===== config.mk =====
export PLATFORM = sky130hd
export DESIGN_NAME = transmit_scheduler
export DESIGN_NICKNAME = d
export VERILOG_FILES = /design/src/rtl/transmit_scheduler.sv
export SDC_FILE = /design/constraint.sdc
export NUM_CORES = 1
export LEC_CHECK = 0
export BUFFER_PORTS_ARGS = -buffer_cell sky130_fd_sc_hd__buf_4
export CORE_MARGIN = 4
export CORE_UTILIZATION = 23
export DETAILED_ROUTE_END_ITERATION = 8
export HOLD_SLACK_MARGIN = 0.06
export PLACE_DENSITY_LB_ADDON = 0.12
export SLEW_MARGIN = 40
export SYNTH_ARGS = -nofsm -noshare
export SYNTH_HDL_FRONTEND = slang
export SYNTH_SLANG_ARGS = --single-unit

===== constraint.sdc =====
create_clock -name clk -period 6.5 [get_ports clk]
set_input_delay 0.325 -clock clk [delete_from_list [all_inputs] [get_ports clk]]
set_output_delay 0.325 -clock clk [all_outputs]
set_load 0.02 [all_outputs]

===== src/rtl/transmit_scheduler.sv =====
// Walks the board RAM square by square and hands each engine-owned piece to
// the piece transmitter, holding it until the ray-propagation network accepts.
module transmit_scheduler #(
  parameter int LAST_SQ = 63
) (
  input  logic       clk,
  input  logic       reset,
  input  logic       start,
  input  logic       abort,
  input  logic       engine_color,
  output logic [5:0] bd_addr,
  input  logic [5:0] bd_data,
  output logic [5:0] piece_reg,
  output logic [5:0] pos_reg,
  output logic       tx_valid,
  input  logic       tx_ready,
  output logic       busy,
  output logic       done,
  output logic [6:0] piece_count
);

  typedef enum logic [2:0] {IDLE, READ, EVAL, ISSUE, DONE} state_t;

  localparam logic [5:0] LAST = 6'(LAST_SQ);

  state_t state;
  logic   color;

  always_ff @(posedge clk or posedge reset) begin
    if (reset) begin
      state       <= IDLE;
      color       <= 1'b0;
      bd_addr     <= '0;
      piece_reg   <= '0;
      pos_reg     <= '0;
      tx_valid    <= 1'b0;
      busy        <= 1'b0;
      done        <= 1'b0;
      piece_count <= '0;
    end else begin
      done <= 1'b0;
      // Cancel wins over everything, including a same-cycle handshake.
      if (abort) begin
        state     <= IDLE;
        busy      <= 1'b0;
        tx_valid  <= 1'b0;
        piece_reg <= '0;
      end else begin
        case (state)
          IDLE: if (start) begin
            color       <= engine_color;
            bd_addr     <= '0;
            piece_count <= '0;
            busy        <= 1'b1;
            state       <= READ;
          end
          READ: state <= EVAL;
          EVAL: begin
            if (bd_data != 6'd0 && bd_data[5] == color) begin
              piece_reg <= bd_data;
              pos_reg   <= bd_addr;
              tx_valid  <= 1'b1;
              state     <= ISSUE;
            end else if (bd_addr == LAST) begin
              done  <= 1'b1;
              state <= DONE;
            end else begin
              bd_addr <= bd_addr + 6'd1;
              state   <= READ;
            end
          end
          ISSUE: if (tx_ready) begin
            tx_valid    <= 1'b0;
            piece_reg   <= '0;
            piece_count <= piece_count + 7'd1;
            if (bd_addr == LAST) begin
              done  <= 1'b1;
              state <= DONE;
            end else begin
              bd_addr <= bd_addr + 6'd1;
              state   <= READ;
            end
          end
          DONE: begin
            busy  <= 1'b0;
            state <= IDLE;
          end
          default: state <= IDLE;
        endcase
      end
    end
  end

endmodule


# Word level (Yosys, flattened, before mapping)
# Index checks and enable logic that the tools add are counted.
# totals
register_bits,32
latch_bits,0
out_inout_bits,28
romBits,0
mem_bits_rw,0
n_memories,0
in_bits,12
# classes
order_cmp,0
n_div,0
n_bitwise,1
n_mux,30
addsub,2
reduce_logical,14
n_shift,0
n_eq_ne,12
mul,0
# ops
cell,count
6-bit two-way mux,7
6-bit one-hot mux with 3 select lines,1
3-bit two-way mux,5
7-bit two-way mux,2
7-bit one-hot mux with 2 select lines,1
3-bit one-hot mux with 4 select lines,1
6-bit one-hot mux with 2 select lines,1
1-bit two-way mux,9
3-bit != test (second input constant),3
3-bit AND reduction,3
3-bit nonzero test,3
7-bit by 1-bit adder with 7-bit output (second input constant),1
6-bit by 1-bit adder with 6-bit output (second input constant),1
3-bit by 2-bit equality test with 1-bit output (second input constant),2
6-bit equality test (second input constant),1
2-bit != test (second input constant),3
1-bit one-hot mux with 2 select lines,3
6-bit nonzero test,1
5-bit AND reduction,1
2-bit AND reduction,2
4-bit AND reduction,1
3-bit by 1-bit equality test with 1-bit output (second input constant),1
3-bit equality test (second input constant),1
3-bit zero test,1
other kinds (4),4

# Depth between registers and ports, before layout
# depth
ltp_word,5
ltp_mapped,6
mapped_depth_nobuf,6

# Worst setup path before layout
# OpenSTA, ideal clock, no wires.
# synth_timing
path_kind,register to register
startpoint,register color
endpoint,register pos_reg[0]
arrival_time_ns,1.940
path_stages_with_launch,6
n_path_buf,1
setup_slack_ns,4.435
cell_sequence,dfrtp_1 xor2_1 a211oi_1 and2_1 buf_4 mux2_2
# synth_via
elab_chain_len,3
# synth_rtl
item,line,source
from (decl),27,logic color;
from (signal assigned),51,color <= engine_color;
1-bit equality test,59,if (bd_data != 6'd0 && bd_data[5] == color) begin
1-bit logical AND,59,
3-bit AND reduction (no source line),-,
to (signal assigned),61,pos_reg <= bd_addr;
to (decl),14,"output logic [5:0] pos_reg,"
# No other way between the ends.
# A chain may end at the register's enable or synchronous reset.

# Worst setup path after layout
# layout_timing
startpoint,register color
endpoint,register pos_reg[1]
# The elaborated chain is that of the path after synthesis.

==> out/metrics.yaml <==
slowest_delay_ns: 0.55
irDropWorstVdd_mv: 0.0741
pre_cts_ws_ns: 4.27
postCtsSetupBuffers: 0
dp_hpwl_mm: 2.64
initial_utilization: 0.241
pwr-share-seq: 0.503
numCtsBuffers: 5
p_sw_w: 0.000124
cts_buffer_depth: 2
largest_reg_flops: 7
min_path_type: "input port to async pin"
setup_viol: 0
clock_sinks: 32
power.density_nw_per_um2: 229
yosys_register_bits: 32
h-tree-depth: 2
largest_register: "piece_count"
slew_headroom: 0.609
fin_crit_sh: 0.333
fmax_ghz: 0.462
p_leak_nw: 0.925
vias_per_cell: 4.62
fin_nets: 191
die_h_um: 87.7
clkSlewWorstSetupHoldPaths_ns: 0.06
tritoncts: "built"
fp-row-count: 28
area_growth_pct: 31.5
crit_fanout: 12
hold_viol: 0
path_class: "flop to flop"
clkPwrFrac: 0.321
place_area_sq_um: 1850
drive_gt1_frac: 0.333
finalCriticalPeriod_ns: 2.16
first_pass_iters: 4
path_cells: "xor2_1 -> a211oi_2 -> and2_1 -> mux2_2"
maxCapViolCount: 0
tightest_slew_ns: 0.586
port_buffers: 39
intPower_w: 0.000317
r2r_cells: 4
yosysWarningCount: 0
r2r-end: "pos_reg[1]$_DFFE_PP0P_"
drc: 0
synth.distinct_cells: 35
antenna_left: 0
final_cell_area_sq_um: 1920
reg2reg_from: "color$_DFFE_PP0P_"
grt_max_degree: 33
wirelength_mm: 3.68
ios: 40
grt_usage: 0.101
gp_congestion: 0.734
arrival_ns: 2.33
wl_per_cell_um: 14.6
critPathSlowestCell: "and2_1"
cts_root_buf: "clkbuf_8"
grt_overflow: 0
num_antenna_cells: 0
die_w_um: 87.7
vias: 1163
fin_tns_setup_ns: 0
postCtsHoldBufs: 0
clock_skew_ns: 0.00631
rsz0062_at_grt: "no"
syn_area_sq_um: 1460
critPathRequiredTime_ns: 6.66
status: "complete, no violations"
grt_pass1_vias: 1134
synth_flop_cell: "dfrtp_1"
dieArea_sq_um: 7700
drtIter0Drc: 43
synth_nets: 146
comb_power_share: 0.176
antenna_found_initial: 0
synthCells: 132
cp-start-kind: "flop"
cts.repair.resized: 0
report.final.slew_viol_count: 0
reg2reg_setup_slack_ns: 4.34
path_depth: 4
async_reset_ff_frac: 1.00
crit_buf_inv: 0
grt_pass1_wl_mm: 5.89
endpoint_kind: "flop"
synth_edf_count: 0
cp_top_family: "simple AND/OR/NAND/NOR gates"
fin_ws_ns: 4.34
core_area_sq_um: 6060
yosysSeqAreaShare: 0.547
clock_latency_ns: 0.28
swShare: 0.281
syn_area_per_cell_sq_um: 11.1
power groups by stage:
stage,registers [W],logic (W),clock network (W)
after CTS,0.000222,0.0000794,0.000150
after floorplan,0.000234,0.0000366,0
after detailed placement,0.000226,0.0000791,0
after global placement,0.000225,0.0000775,0
final,0.000222,0.0000777,0.000142
after global routing,0.000224,0.0000852,0.000160
layer usage:
layer | wire length, um | track usage
met5 | 0 | 0
met4 | 55 | 0.0418
met3 | 215 | 0.0339
met2 | 1720 | 0.154
met1 | 1690 | 0.130
how the worst max path moves through the flow:
stage | startpoint | to | slack (ns)
floorplan | color$_DFFE_PP0P_ | pos_reg[0]$_DFFE_PP0P_ | 4.44
global placement | bd_data[5] | pos_reg[2]$_DFFE_PP0P_ | 4.02
detailed placement | bd_data[5] | pos_reg[4]$_DFFE_PP0P_ | 4.27
CTS | color$_DFFE_PP0P_ | pos_reg[1]$_DFFE_PP0P_ | 4.29
global route | color$_DFFE_PP0P_ | pos_reg[2]$_DFFE_PP0P_ | 4.12
finish | color$_DFFE_PP0P_ | pos_reg[1]$_DFFE_PP0P_ | 4.34
cell usage after synthesis, types with 3 or more instances:
library cell,instances,share of area
a22o_1,7,0.042
dfrtp_1,32,0.55
xnor2_1,3,0.018
nor2_1,8,0.021
or3_1,5,0.021
o21ai_0,7,0.024
nand2_1,12,0.031
inv_1,4,0.010
nor3_1,6,0.021
nand3_1,5,0.017
mux2_2,8,0.062
a21oi_1,8,0.027
kinds of logic (layout without fill, tap and decap cells):
family                   Yosys count  after routing  share of synthesized area
XOR/XNOR                           4              4                     0.0240
multiplexers                       8              8                     0.0616
AND/OR/NAND/NOR                   47             47                      0.167
adder cells (fa/ha/maj)            2              2                     0.0171
buffers and inverters              7             52                     0.0265
AO/OA/AOI/OAI                     32             32                      0.157
flip-flops                        32             32                      0.547
placed cells by master, fill, tap and decap left out, types with 2 or more instances in the layout:
| cell type | synthesis | layout |
|---|---|---|
| a21oi_1 | 8 | 8 |
| or3_1 | 5 | 5 |
| dfrtp_1 | 32 | 32 |
| ha_1 | 2 | 2 |
| clkbuf_8 | 0 | 5 |
| or3b_1 | 2 | 2 |
| buf_4 | 1 | 41 |
| a221oi_1 | 2 | 2 |
| inv_1 | 4 | 4 |
| nor2_1 | 8 | 8 |
| nand3_1 | 5 | 5 |
| nor2b_1 | 2 | 2 |
| mux2_2 | 8 | 8 |
| nand2_1 | 12 | 12 |
| xnor2_1 | 3 | 3 |
| o21ai_0 | 7 | 7 |
| a22o_1 | 7 | 7 |
| nor3_1 | 6 | 6 |
per-stage QoR:
stage / hold slack (ns) / util / cells / power, W
after detailed placement: 0.456 / 0.305 / 245 / 0.000305
final: 0.141 / 0.317 / 252 / 0.000441
after global placement: 0.450 / 0.304 / 245 / 0.000303
after floorplan: 0.430 / - / 132 / 0.000270
after CTS: 0.150 / 0.317 / 252 / 0.000451
after global routing: 0.171 / 0.317 / 252 / 0.000469
worst register-to-register path: stages, from the launching register on:
cell and delay, ns:
dfrtp_1 0.40, xor2_1 0.18, a211oi_2 0.52, and2_1 0.55
mux2_2 0.40
final cells by class:
class / instances / area [sq um]
timing repair buffer: 41 / 308
clock inverter: 1 / 5.00
sequential: 32 / 801
multi-input combinational: 93 / 628
clock buffer: 6 / 72.6
fill: 636 / 4140
tap: 75 / 93.8
inverter: 4 / 15.0
Power figures use the tool's default switching activity.
